[src/rtl/regfile_write_arbiter.sv]
// Write-port owner for the register file: clears registers 1..N-1 after reset,
// then round-robin arbitrates the ALU and load-unit write-back requesters.
module regfile_write_arbiter #(
  parameter int unsigned WIDTH     = 32,
  parameter int unsigned ADDR_BITS = 5
) (
  input  logic                 clk,
  input  logic                 reset,
  input  logic                 req0_valid,
  input  logic [ADDR_BITS-1:0] req0_addr,
  input  logic [WIDTH-1:0]     req0_data,
  output logic                 req0_ready,
  input  logic                 req1_valid,
  input  logic [ADDR_BITS-1:0] req1_addr,
  input  logic [WIDTH-1:0]     req1_data,
  output logic                 req1_ready,
  output logic                 wr_enable,
  output logic [ADDR_BITS-1:0] wr_addr,
  output logic [WIDTH-1:0]     wr_data,
  output logic                 grant_id,
  output logic                 init_busy
);

  typedef enum logic {
    ST_INIT = 1'b0,
    ST_RUN  = 1'b1
  } state_t;

  localparam logic [ADDR_BITS-1:0] LAST_ADDR = '1;
  localparam logic [ADDR_BITS-1:0] ONE_ADDR  = ADDR_BITS'(1);

  state_t               state, state_d;
  logic [ADDR_BITS-1:0] cnt, cnt_d;
  logic                 last_grant, last_grant_d;
  logic                 grant_valid, grant_sel;
  logic [ADDR_BITS-1:0] sel_addr;
  logic [WIDTH-1:0]     sel_data;
  logic                 wr_enable_d;
  logic [ADDR_BITS-1:0] wr_addr_d;
  logic [WIDTH-1:0]     wr_data_d;
  logic                 grant_id_d;
  logic                 init_busy_d;

  // State register
  always_ff @(posedge clk) begin
    if (reset) state <= ST_INIT;
    else       state <= state_d;
  end

  // Next state: leave the clear sequence once the last register is issued
  always_comb begin
    state_d = state;
    if (state == ST_INIT && cnt == LAST_ADDR) state_d = ST_RUN;
  end

  // Grant, handshakes and next values of the registered write port
  always_comb begin
    grant_valid  = 1'b0;
    grant_sel    = 1'b0;
    req0_ready   = 1'b0;
    req1_ready   = 1'b0;
    sel_addr     = req0_addr;
    sel_data     = req0_data;
    cnt_d        = cnt;
    last_grant_d = last_grant;
    wr_enable_d  = 1'b0;
    wr_addr_d    = wr_addr;
    wr_data_d    = wr_data;
    grant_id_d   = grant_id;
    init_busy_d  = init_busy;

    if (state == ST_INIT) begin
      wr_enable_d = 1'b1;
      wr_addr_d   = cnt;
      wr_data_d   = '0;
      cnt_d       = cnt + ONE_ADDR;
      if (cnt == LAST_ADDR) init_busy_d = 1'b0;
    end else begin
      // On contention the requester that did not win last time goes first
      if (req0_valid && req1_valid) begin
        grant_valid = 1'b1;
        grant_sel   = ~last_grant;
      end else if (req0_valid || req1_valid) begin
        grant_valid = 1'b1;
        grant_sel   = req1_valid;
      end
      req0_ready = grant_valid && !grant_sel;
      req1_ready = grant_valid && grant_sel;

      if (grant_valid) begin
        sel_addr     = grant_sel ? req1_addr : req0_addr;
        sel_data     = grant_sel ? req1_data : req0_data;
        wr_addr_d    = sel_addr;
        wr_data_d    = sel_data;
        grant_id_d   = grant_sel;
        last_grant_d = grant_sel;
        // Register 0 is hardwired: consume the transfer but do not write
        wr_enable_d  = (sel_addr != '0);
      end
    end
  end

  // Registered write port and arbitration history
  always_ff @(posedge clk) begin
    if (reset) begin
      cnt        <= ONE_ADDR;
      last_grant <= 1'b1;
      wr_enable  <= 1'b0;
      wr_addr    <= '0;
      wr_data    <= '0;
      grant_id   <= 1'b0;
      init_busy  <= 1'b1;
    end else begin
      cnt        <= cnt_d;
      last_grant <= last_grant_d;
      wr_enable  <= wr_enable_d;
      wr_addr    <= wr_addr_d;
      wr_data    <= wr_data_d;
      grant_id   <= grant_id_d;
      init_busy  <= init_busy_d;
    end
  end

endmodule

[config.mk]
export PLATFORM = sky130hd
export DESIGN_NAME = regfile_write_arbiter
export DESIGN_NICKNAME = d
export VERILOG_FILES = /design/src/rtl/regfile_write_arbiter.sv
export SDC_FILE = /design/constraint.sdc
export NUM_CORES = 1
export LEC_CHECK = 0
export CORE_MARGIN = 2
export CORE_UTILIZATION = 38
export CTS_CLUSTER_SIZE = 12
export DETAILED_ROUTE_END_ITERATION = 8
export PLACE_DENSITY = 0.79
export SYNTH_ARGS = -nofsm -noshare
export SYNTH_HDL_FRONTEND = slang
export SYNTH_SLANG_ARGS = --single-unit
[constraint.sdc]
create_clock -name clk -period 1.6 [get_ports clk]
set_input_delay 0.32 -clock clk [delete_from_list [all_inputs] [get_ports clk]]
set_output_delay 0.32 -clock clk [all_outputs]
set_load 0.005 [all_outputs]
==> flow_summary.json <==
{
  "status": "finished clean",
  "core_sq_mm": 0.00541,
  "finalHoldViolations": 0,
  "fin_crit_ps": 1540,
  "fp.dieH_microns": 78.3,
  "clk_pin_slew_worst_paths_ps": 80,
  "start_util": 0.388,
  "setup_violations": 0,
  "async_reset_ff_frac": 0,
  "slew_violations": 0,
  "drt-initial-drc-count": 95,
  "max_stage_delay_ps": 360,
  "diodes": 0,
  "layout_commonest_cell": "clkdlybuf4s50_1",
  "syn_nets": 343,
  "start_kind": "flop",
  "postSynthAreaPerCell_sq_um": 7.98,
  "finalPower_mw": 2.41,
  "ys_seq_elements": 47,
  "cts_hold_buf": 0,
  "synth.cell_area_sq_mm": 0.00210,
  "hp-class": "flop to flop",
  "crit_family": "buffers and inverters",
  "cp.arrival_ps": 1220,
  "grt_max_degree": 35,
  "cts_buffers": 5,
  "cp_cell_sequence": "a21boi_4 > buf_4 > nor2_1 > dlygate4sd2_1",
  "crit_type": "flop to output pin",
  "grtUsageTotal": 0.206,
  "setup_ws_ps": 63.9,
  "cts_tree": "built",
  "numClockSinks": 47,
  "io_buffers": 119,
  "final_util": 0.662,
  "period_share": 0.960,
  "grt_first_pass_wirelength_mm": 10.2,
  "power.density_mw_per_mm2": 673,
  "worstMarginPinSlew_ps": 312,
  "cp-end-kind": "output pin",
  "dp_slack_ps": -417,
  "die_w_microns": 78.3,
  "ys_seq_area_frac": 0.448,
  "syn_to_final_growth_pct": 70.5,
  "final.setup_skew_ps": 7.34,
  "vdd_drop_max_mv": 0.380,
  "vias": 2398,
  "root_buffer": "clkbuf_8",
  "num_rows": 27,
  "die_area_sq_mm": 0.00613,
  "antenna_left": 0,
  "wl_per_cell_microns": 13.6,
  "clk_latency_ps": 300,
  "crit_slowest_cell": "dfxtp_4",
  "ys.warnings.count": 0,
  "via_per_inst": 5.18,
  "cap_viol_max_count": 0,
  "gr-total-overflow": 0,
  "dp.final_hpwl_mm": 4.48,
  "maxSlewHeadroom": 0.790,
  "place_inst": 452,
  "fin_tns_setup_ps": 0,
  "htree_num_levels": 2,
  "synth-edff-count": 0,
  "cts_max_path_buffers": 2,
  "synth_ff_type": "dfxtp_1",
  "mostFrequentLayoutCells": "115 x clkdlybuf4s50_1, 68 x nand2_1, 46 x dfxtp_1",
  "rsz0062_at_grt": "false",
  "leakage_nw": 1.37,
  "final_cells": 463,
  "drt_first_pass_iters": 4,
  "crit_buf_inv": 2,
  "antenna_found_initial": 0,
  "required_ps": 1280,
  "wl_mm": 6.29,
  "cp_max_fo": 2,
  "synth_cell_types": 34,
  "synthCells": 263,
  "first_global_vias": 2208,
  "placed_area_sq_mm": 0.00345,
  "nets": 470,
  "max_freq_mhz": 651,
  "hold_slack_ps": 486,
  "nFillCells": 462,
  "final_layout_size_suffix_gt1_frac": 0.0972,
  "drc": 0,
  "gp_congestion": 0.852,
  "fin_area_sq_mm": 0.00358,
  "ios": 120
}
kinds of logic (layout without fill, tap and decap cells):
group                    after synthesis  count (layout)  share of synthesized area
XOR/XNOR                               2               2                    0.00835
AO/OA/AOI/OAI                         86              86                      0.253
AND/OR/NAND/NOR                       99              99                      0.203
flip-flops                            47              47                      0.448
adder cells (fa/ha/maj)                2               2                     0.0119
buffers and inverters                 25             153                     0.0662
multiplexers                           2               2                    0.00954
synthesized netlist by cell type (all sizes together) (2+ instances only):
library cell / n / share of area
nor2b: 5 / 0.015
ha: 2 / 0.012
clkbuf: 11 / 0.020
o311ai: 5 / 0.024
a31oi: 32 / 0.095
nand2: 68 / 0.12
or3: 4 / 0.012
mux2i: 2 / 0.0095
buf: 10 / 0.039
o21ai: 39 / 0.093
and3: 2 / 0.0060
nor2: 12 / 0.021
or4: 2 / 0.0072
nand2b: 2 / 0.0060
inv: 4 / 0.0072
a21oi: 3 / 0.0072
dfxtp: 47 / 0.45
registers in the layout, summed over array words and instances, names as in the netlist:
| signal | cells |
|---|---|
| wr_data | 32 |
| wr_addr | 5 |
| init_busy | 1 |
| grant_id | 1 |
| wr_enable | 1 |
| cnt | 5 |
| state | 1 |
| last_grant | 1 |
path summary, 6_finish.rpt:
| check | from | slack (ps) | to | depth (start not counted) |
|---|---|---|---|---|
| worst max-delay path | last_grant | 60 | req0_ready | 4 |
| worst min-delay path | init_busy | 490 | init_busy | 2 |
| worst max register to register | last_grant | 240 | wr_enable | 6 |
| worst min register to register | init_busy | 490 | init_busy | 2 |
tightest hold or removal path, stage by stage, from the launching register on:
cell,delay [ps]
dfxtp_1,320
o21ai_0,70
nand2_1,60
layer usage:
| layer | vias up | track usage | part of all wire |
|---|---|---|---|
| met5 | - | 0 | 0 |
| met4 | 0 | 0.0754 | 0.017 |
| met3 | 13 | 0.0494 | 0.066 |
| met2 | 89 | 0.353 | 0.47 |
| met1 | 1122 | 0.250 | 0.44 |
| li1 | 1174 | - | - |
cell type report:
| cell class | instances | area, sq um | area share |
|---|---|---|---|
| tap | 72 | 90.1 | 0.0252 |
| sequential | 47 | 945 | 0.264 |
| multi-input combinational | 191 | 1020 | 0.286 |
| inverter | 4 | 15.0 | 0.00420 |
| timing repair buffer | 141 | 1400 | 0.392 |
| clock buffer | 7 | 96.3 | 0.0269 |
| clock inverter | 1 | 7.51 | 0.00210 |
timing repair:
item                                    4_1_cts  5_1_grt
setup buffers                                 3        0
endpoints found under the setup margin        2        0
hold endpoints to repair                      0        0
resized for setup                             7        0
power by group:
| part | internal (mW) | switching [mW] | total (mW) |
|---|---|---|---|
| registers | 1.19 | 0.0166 | 1.20 |
| logic | 0.265 | 0.154 | 0.419 |
| clock network | 0.393 | 0.392 | 0.785 |
(Power assumes the default switching activity.)
